[src/rtl/keccak_core_allocator.sv]
// Round-robin lease allocator for the SHA3/Keccak cores behind the peripheral AXI slave.
// Optional lease watchdog enabled by defining KECCAK_ALLOC_TIMEOUT_EN.
module keccak_core_allocator #(
   parameter int NUM_REQ        = 4,
   parameter int NUM_CORES      = 4,
   parameter int CORE_IDX_W     = 2,
   parameter int TIMEOUT_CYCLES = 4096
) (
   input  logic                          S_AXI_ACLK,
   input  logic                          S_AXI_ARESETN,
   input  logic [NUM_REQ-1:0]            req_valid,
   input  logic [NUM_REQ-1:0]            req_release,
   output logic [NUM_REQ-1:0]            grant_valid,
   output logic [NUM_REQ*CORE_IDX_W-1:0] grant_core,
   output logic [NUM_REQ-1:0]            lease_active,
   output logic [NUM_CORES-1:0]          core_reset,
   output logic [NUM_CORES-1:0]          core_busy,
   output logic [2:0]                    free_count,
   output logic                          err_release,
   output logic [NUM_REQ-1:0]            lease_revoked
);

   localparam int PTR_W = (NUM_REQ > 1) ? $clog2(NUM_REQ) : 1;

   typedef enum logic [1:0] {REQ_IDLE, REQ_WAIT, REQ_HELD} req_state_e;

   req_state_e            state_q [NUM_REQ];
   req_state_e            state_d [NUM_REQ];
   logic [CORE_IDX_W-1:0] core_of [NUM_REQ];
   logic [PTR_W-1:0]      rr_ptr;
   logic [PTR_W-1:0]      win_idx;
   logic [NUM_REQ-1:0]    eligible;
   logic [NUM_REQ-1:0]    expire;
   logic [NUM_REQ-1:0]    grant_d;
   logic [NUM_CORES-1:0]  busy_d;
   logic [NUM_CORES-1:0]  core_reset_d;
   logic [CORE_IDX_W-1:0] free_idx;
   logic [2:0]            busy_pop;
   logic                  win_found;
   logic                  core_found;
   logic                  do_grant;
   logic                  err_d;
   int                    arb_idx;

   if (NUM_CORES < 1 || NUM_CORES > 4 || NUM_CORES > (1 << CORE_IDX_W) || TIMEOUT_CYCLES < 2)
   begin : g_param_check
      $error("keccak_core_allocator: unsupported parameter set");
   end

   always_comb begin
      lease_active = '0;
      grant_core   = '0;
      for (int i = 0; i < NUM_REQ; i++) begin
         lease_active[i] = (state_q[i] == REQ_HELD);
         grant_core[i*CORE_IDX_W +: CORE_IDX_W] = core_of[i];
      end
   end

   // Cores are only grantable once their busy bit is already clear, so a core
   // freed at this edge cannot be handed out again until the following one.
   always_comb begin
      eligible = '0;
      for (int i = 0; i < NUM_REQ; i++)
         eligible[i] = req_valid[i] && (state_q[i] != REQ_HELD);
      core_found = 1'b0;
      free_idx   = '0;
      for (int c = NUM_CORES - 1; c >= 0; c--) begin
         if (!core_busy[c]) begin
            core_found = 1'b1;
            free_idx   = CORE_IDX_W'(c);
         end
      end
      win_found = 1'b0;
      win_idx   = '0;
      arb_idx   = 0;
      for (int j = NUM_REQ - 1; j >= 0; j--) begin
         arb_idx = (int'(rr_ptr) + j) % NUM_REQ;
         if (eligible[PTR_W'(arb_idx)]) begin
            win_found = 1'b1;
            win_idx   = PTR_W'(arb_idx);
         end
      end
      do_grant = win_found && core_found;
   end

   always_comb begin
      busy_d       = core_busy;
      core_reset_d = '0;
      grant_d      = '0;
      for (int i = 0; i < NUM_REQ; i++) begin
         state_d[i] = state_q[i];
         grant_d[i] = do_grant && (win_idx == PTR_W'(i));
         case (state_q[i])
            REQ_IDLE, REQ_WAIT: begin
               if (do_grant && (win_idx == PTR_W'(i)))
                  state_d[i] = REQ_HELD;
               else if (req_valid[i])
                  state_d[i] = REQ_WAIT;
               else
                  state_d[i] = REQ_IDLE;
            end
            REQ_HELD: begin
               if (req_release[i] || expire[i]) begin
                  state_d[i]         = REQ_IDLE;
                  busy_d[core_of[i]] = 1'b0;
               end
            end
            default: state_d[i] = REQ_IDLE;
         endcase
         if (expire[i])
            core_reset_d[core_of[i]] = 1'b1;
      end
      if (do_grant) begin
         busy_d[free_idx]       = 1'b1;
         core_reset_d[free_idx] = 1'b1;
      end
      err_d = |(req_release & ~lease_active);
   end

   always_ff @(posedge S_AXI_ACLK) begin
      if (!S_AXI_ARESETN) begin
         for (int i = 0; i < NUM_REQ; i++) begin
            state_q[i] <= REQ_IDLE;
            core_of[i] <= '0;
         end
         rr_ptr        <= '0;
         core_busy     <= '0;
         grant_valid   <= '0;
         core_reset    <= '0;
         err_release   <= 1'b0;
         lease_revoked <= '0;
      end else begin
         for (int i = 0; i < NUM_REQ; i++)
            state_q[i] <= state_d[i];
         core_busy     <= busy_d;
         grant_valid   <= grant_d;
         core_reset    <= core_reset_d;
         err_release   <= err_d;
         lease_revoked <= expire;
         if (do_grant) begin
            core_of[win_idx] <= free_idx;
            rr_ptr           <= PTR_W'((int'(win_idx) + 1) % NUM_REQ);
         end
      end
   end

`ifdef KECCAK_ALLOC_TIMEOUT_EN
   localparam int CNT_W = $clog2(TIMEOUT_CYCLES);

   logic [CNT_W-1:0] lease_cnt [NUM_CORES];

   // A release arriving in the expiry cycle takes precedence over the revoke.
   always_comb begin
      expire = '0;
      for (int i = 0; i < NUM_REQ; i++)
         expire[i] = (state_q[i] == REQ_HELD) && !req_release[i] &&
                     (lease_cnt[core_of[i]] == CNT_W'(TIMEOUT_CYCLES - 1));
   end

   always_ff @(posedge S_AXI_ACLK) begin
      if (!S_AXI_ARESETN) begin
         for (int c = 0; c < NUM_CORES; c++)
            lease_cnt[c] <= '0;
      end else begin
         for (int c = 0; c < NUM_CORES; c++) begin
            if (do_grant && (free_idx == CORE_IDX_W'(c)))
               lease_cnt[c] <= '0;
            else if (core_busy[c])
               lease_cnt[c] <= lease_cnt[c] + CNT_W'(1);
         end
      end
   end
`else
   assign expire = '0;
`endif

   always_comb begin
      busy_pop = '0;
      for (int c = 0; c < NUM_CORES; c++)
         busy_pop = busy_pop + {2'b00, core_busy[c]};
      free_count = 3'(NUM_CORES) - busy_pop;
   end

endmodule

[config.mk]
export PLATFORM = sky130hd
export DESIGN_NAME = keccak_core_allocator
export DESIGN_NICKNAME = d
export VERILOG_FILES = /design/src/rtl/keccak_core_allocator.sv
export SDC_FILE = /design/constraint.sdc
export NUM_CORES = 1
export LEC_CHECK = 0
export CORE_ASPECT_RATIO = 1.75
export CORE_MARGIN = 5
export CORE_UTILIZATION = 42
export CTS_CLUSTER_DIAMETER = 120
export DETAILED_ROUTE_END_ITERATION = 8
export PLACE_DENSITY = 0.7
export SKIP_CTS_REPAIR_TIMING = 1
export SLEW_MARGIN = 20
export SYNTH_ARGS = -nofsm -noshare
export SYNTH_HDL_FRONTEND = slang
export SYNTH_SLANG_ARGS = --single-unit
[constraint.sdc]
create_clock -name S_AXI_ACLK -period 3.1 [get_ports S_AXI_ACLK]
set_input_delay 0.465 -clock S_AXI_ACLK [delete_from_list [all_inputs] [get_ports S_AXI_ACLK]]
set_output_delay 0.465 -clock S_AXI_ACLK [all_outputs]
set_load 0.03 [all_outputs]
Yosys cells after proc, flatten, opt, wreduce, memory -nomap -nowiden
Memories as Yosys holds them, arrays and structs flattened.
Index checks and enable logic that the tools add are counted.

cells by class
  multiplexer cells = 75
  $add $sub $neg = 8
  eq/ne operators = 15
  bitwise logic cells = 15
  reduce and logical (&&, ||, !) cells = 26
  $lt $le $gt $ge = 14

operators with widths
  operator                                                            number
  2-to-1 mux 2 bit                                                    22
  2-to-1 mux 4 bit                                                    9
  2-to-1 mux 1 bit                                                    31
  AND 4 bit                                                           5
  inverter 4 bit                                                      5
  < comparator 2 x 4 -> 1 bit (second input constant)                 4
  one-hot mux 2 bit (2 select lines)                                  4
  < comparator 2 x 3 -> 1 bit (second input constant)                 5
  logical AND 1 bit                                                   14
  == test 2 bit (second input constant)                               6
  demux 1 bit (select 2 bit)                                          5
  == test 2 x 1 -> 1 bit (second input constant)                      5
  greater-or-equal comparator 2 x 1 -> 1 bit (second input constant)  5
  zero test 2 bit                                                     5
  OR reduction 2 bit                                                  5
  binary-select mux 1 bit (select 2 bit)                              4
  != test 2 bit (second input constant)                               4
  adder 2 x 1 -> 2 bit (second input constant)                        2
  adder 2 bit (second input constant)                                 2
  bitwise OR 1 bit                                                    4
  bitwise OR 4 bit                                                    1
  OR reduction 4 bit                                                  1
  adder 2 x 1 -> 3 bit                                                1
  adder 3 x 1 -> 3 bit                                                1
  other kinds (3)                                                     3

storage, ports and cells
  output and inout bits = 32
  bits in registers = 15
  memories = 2
  logic and storage cells = 160
  memory bits (writable) = 16
  input bits = 10

memories
  name     words  width  rd ports  clocked after Yosys merged registers in  wr ports  line  source
  core_of  4      2      4         0                                        4         29    logic [CORE_IDX_W-1:0] core_of [NUM_REQ];
  state_q  4      2      4         0                                        4         27    req_state_e state_q [NUM_REQ];

Longest topological paths before layout
An unclocked memory read counts as a cell.

  word-level depth = 20
  mapped depth = 9
  depth with buffers taken out = 9

Least setup slack after synthesis
Ideal clock, no wire load.

  kind = register to output
  from = register core_busy[1]
  to = output port free_count[1]
  arrival = 1642 ps
  data required time = 2635 ps
  cell stages (with the launch flop) = 5
  path slack = 993 ps
  cell sequence = dfxtp_1 fa_1 inv_1 ha_1 ha_1

between the ends
  cells in the longest elaborated chain, start to end = 4

RTL lines
  what                    line  source
  from (decl)             17    output logic [NUM_CORES-1:0] core_busy,
  from (signal assigned)  135   core_busy <= busy_d;
  adder 1 x 1 -> 2 bit    180   busy_pop = busy_pop + {2'b00, core_busy[c]};
  adder 2 x 1 -> 3 bit    180
  adder 3 x 1 -> 3 bit    180
  subtractor 3 bit        181   free_count = 3'(NUM_CORES) - busy_pop;
  to (decl)               18    output logic [2:0] free_count,

No other way between the ends.

Worst setup path in the final report
Same ends and word-level chain as after synthesis.

==> impl_metrics.yaml <==
status:
  status: "finished clean"
sta:
  fin_crit_sh_pct: 91.25
  holdWs_ns: 0.4595
  drv_slew: 0
  rsz0062_at_grt: "no"
  setup_ws_ns: 0.2711
  period_needed_ns: 2.829
  fin_setup_tns_ns: 0
  setup_viol: 0
  clock_skew_ns: 0.006900
  clock.fmax_ghz: 0.3535
  hold_viol: 0
yosys:
  netlist_top_cells_area: "dfxtp_1, edfxtp_1, inv_1, nor2_1, ha_1"
  synth_top_family_by_area: "compound AO/OA/AOI/OAI gates"
  syn-cell-area_um2: 1645
  synth_cells: 184
  synth_top_area_cell: "dfxtp_1"
  yosysTopAreaCellShare_pct: 27.98
  synth_ff_type: "dfxtp_1"
  async_flop_share_pct: 0
  synthAdderAreaFrac_pct: 5.779
  syn_area_per_cell_um2: 8.942
  synth_compound_area_share_pct: 22.36
  synth-xor-area-share_pct: 0
  postSynthRegisterBits: 31
  synth_mux_area_share_pct: 0.6084
  synth_edf_count: 8
  yosysUniqueCellTypes: 47
  synth_simple_gate_area_share_pct: 20.46
  ys_seq_area_share_pct: 42.59
  yosysWarningCount: 0
critical_path:
  critical_path_class: "flop to output port"
  crit_chain: "fa_1, inv_1, ha_1, ha_1, clkdlybuf4s50_1"
  path_delay_family: "adder cells"
  cp_common_cell: "ha_1"
  cpPeakStageDelay_ns: 0.66
  cp.required_ns: 2.63
  crit_path_max_fanout: 7
  cp-end-kind: "output port"
  critPathArrivalTime_ns: 2.36
  startpoint_type: "flop"
  slowest_stage: "clkdlybuf4s50_1"
  path_buf_inv: 2
floorplanning:
  io_pins: 42
  die_y_um: 92.80
  core_um2: 3829
  rows: 30
  die_area_um2: 5319
  fp.dieW_um: 57.32
  start_util_pct: 42.97
global_route:
  grt_pass1_vias: 1494
  antenna_found_initial: 0
  grtUsageTotal_pct: 18.23
  grt_use_met1_pct: 19.06
  grt_pass1_wl_um: 7320
  grt_max_degree: 12
  busiest_layer: "met2"
  gr-total-overflow: 0
  met3_usage_pct: 3.068
  use_met2_pct: 33.21
pwr:
  power_density_nw_per_um2: 913.9
  ir_drop_mv: 0.4834
  finalPower_mw: 1.975
  p_leak_nw: 0.8757
placement:
  post_dp_cell_area_um2: 2061
  placedCellCount: 267
  port_buffers: 37
  dp_slack_ns: 0.5453
  place.gp.congestion: 1.102
  dp_hpwl_um: 3555
detailed_routing:
  ant_nets: 0
  drt_iter0_drc: 69
  drc_errors: 0
  viasPerCell: 5.553
  routedWlPerCell_um: 16.55
  num_vias: 1527
  dr.pass1.iters: 4
  routed_wl_um: 4552
clock_tree:
  numClockSinks: 31
  cts-root-buf: "clkbuf_8"
  clk_latency_ns: 0.28
  cts_buffer_depth: 2
  cts_buffers: 5
  cts.reportedPaths.clkPinSlew_ns: 0.07
  cts_tree: "yes"
  htree_levels: 2
worst_hold_path:
  hp-class: "flop to flop"
finish:
  utilization_pct: 56.44
  num_antenna_cells: 0
  nets: 243
  stdcell_count: 275
  mostFrequentLayoutCells: "clkdlybuf4s50_1, dfxtp_1, inv_1"
  final.fill_count: 370
  drive_above_1_share_pct: 11.89
  mostFrequentLayoutCell: "clkdlybuf4s50_1"
  stdcell_area_um2: 2161
  area_growth_pct: 31.33
flow_run:
  drv_cap: 0
==> worst paths after layout <==
check / from / cells after the start / slack [ns] / end
worst min register to register: state_q[3][1]$_SDFFE_PN0P_ / 1 / 0.46 / state_q[3][0]$_SDFFE_PN0P_
worst max register to register: state_q[3][0]$_SDFFE_PN0P_ / 7 / 0.95 / state_q[0][0]$_SDFFE_PN0P_
worst max-delay path: core_busy[1]$_SDFF_PN0_ / 5 / 0.27 / free_count[1]
worst min-delay path: state_q[3][1]$_SDFFE_PN0P_ / 1 / 0.46 / state_q[3][0]$_SDFFE_PN0P_
==> cell families after synthesis <==
logic type | count (synthesis)
buffers and inverters | 31
other | 1
adders and majority gates | 7
DFF | 31
and+or+nand+nor | 69
AOI/OAI and AO/OA | 44
muxes | 1
==> worst register-to-register path, stage by stage, from the launching register on <==
cell       delay [ns]
dfxtp_1          0.30
nand2b_1         0.26
nand2_1          0.21
a211oi_1         0.41
and3_1           0.27
inv_1            0.08
ha_1             0.24
a2111oi_2        0.29
==> per-layer routing <==
metal  routed length [µm]  part of all wire (%)
met3                  212                   4.7
met1                 1649                    36
met5                    0                     0
met4                  164                   3.6
met2                 2525                    55
==> cell usage after synthesis (all sizes together) (4+ instances only) <==
master and instances:
a211oi 4, a21oi 4, a31oi 5, and2 4, buf 4, dfxtp 23, edfxtp 8, ha 6
inv 24, nand2 17, nand2b 4, nand3 8, nor2 21, nor3 8, o21ai 6
==> where the power goes <==
part	internal (mW)	total [mW]	switching, mW
Sequential	0.528	0.640	0.111
Combinational	0.387	0.990	0.603
Clock	0.202	0.345	0.143
==> area by class of cell <==
cell class              count  area, µm²  area share [%]
well taps                  48      60.06           2.779
clock buffers               8      100.1           4.632
repair buffers             39      385.4           17.83
flip-flops and latches     31      700.7           32.43
inverters                  24      90.09           4.169
multi-input cells         125      824.5           38.16
==> flip-flops by register name, summed over array words and instances, names as in the netlist <==
name and cells:
core_busy 4, core_of 8, grant_valid 4, state_q 8, rr_ptr 2, err_release 1
core_reset 4
(Power assumes the default switching activity.)
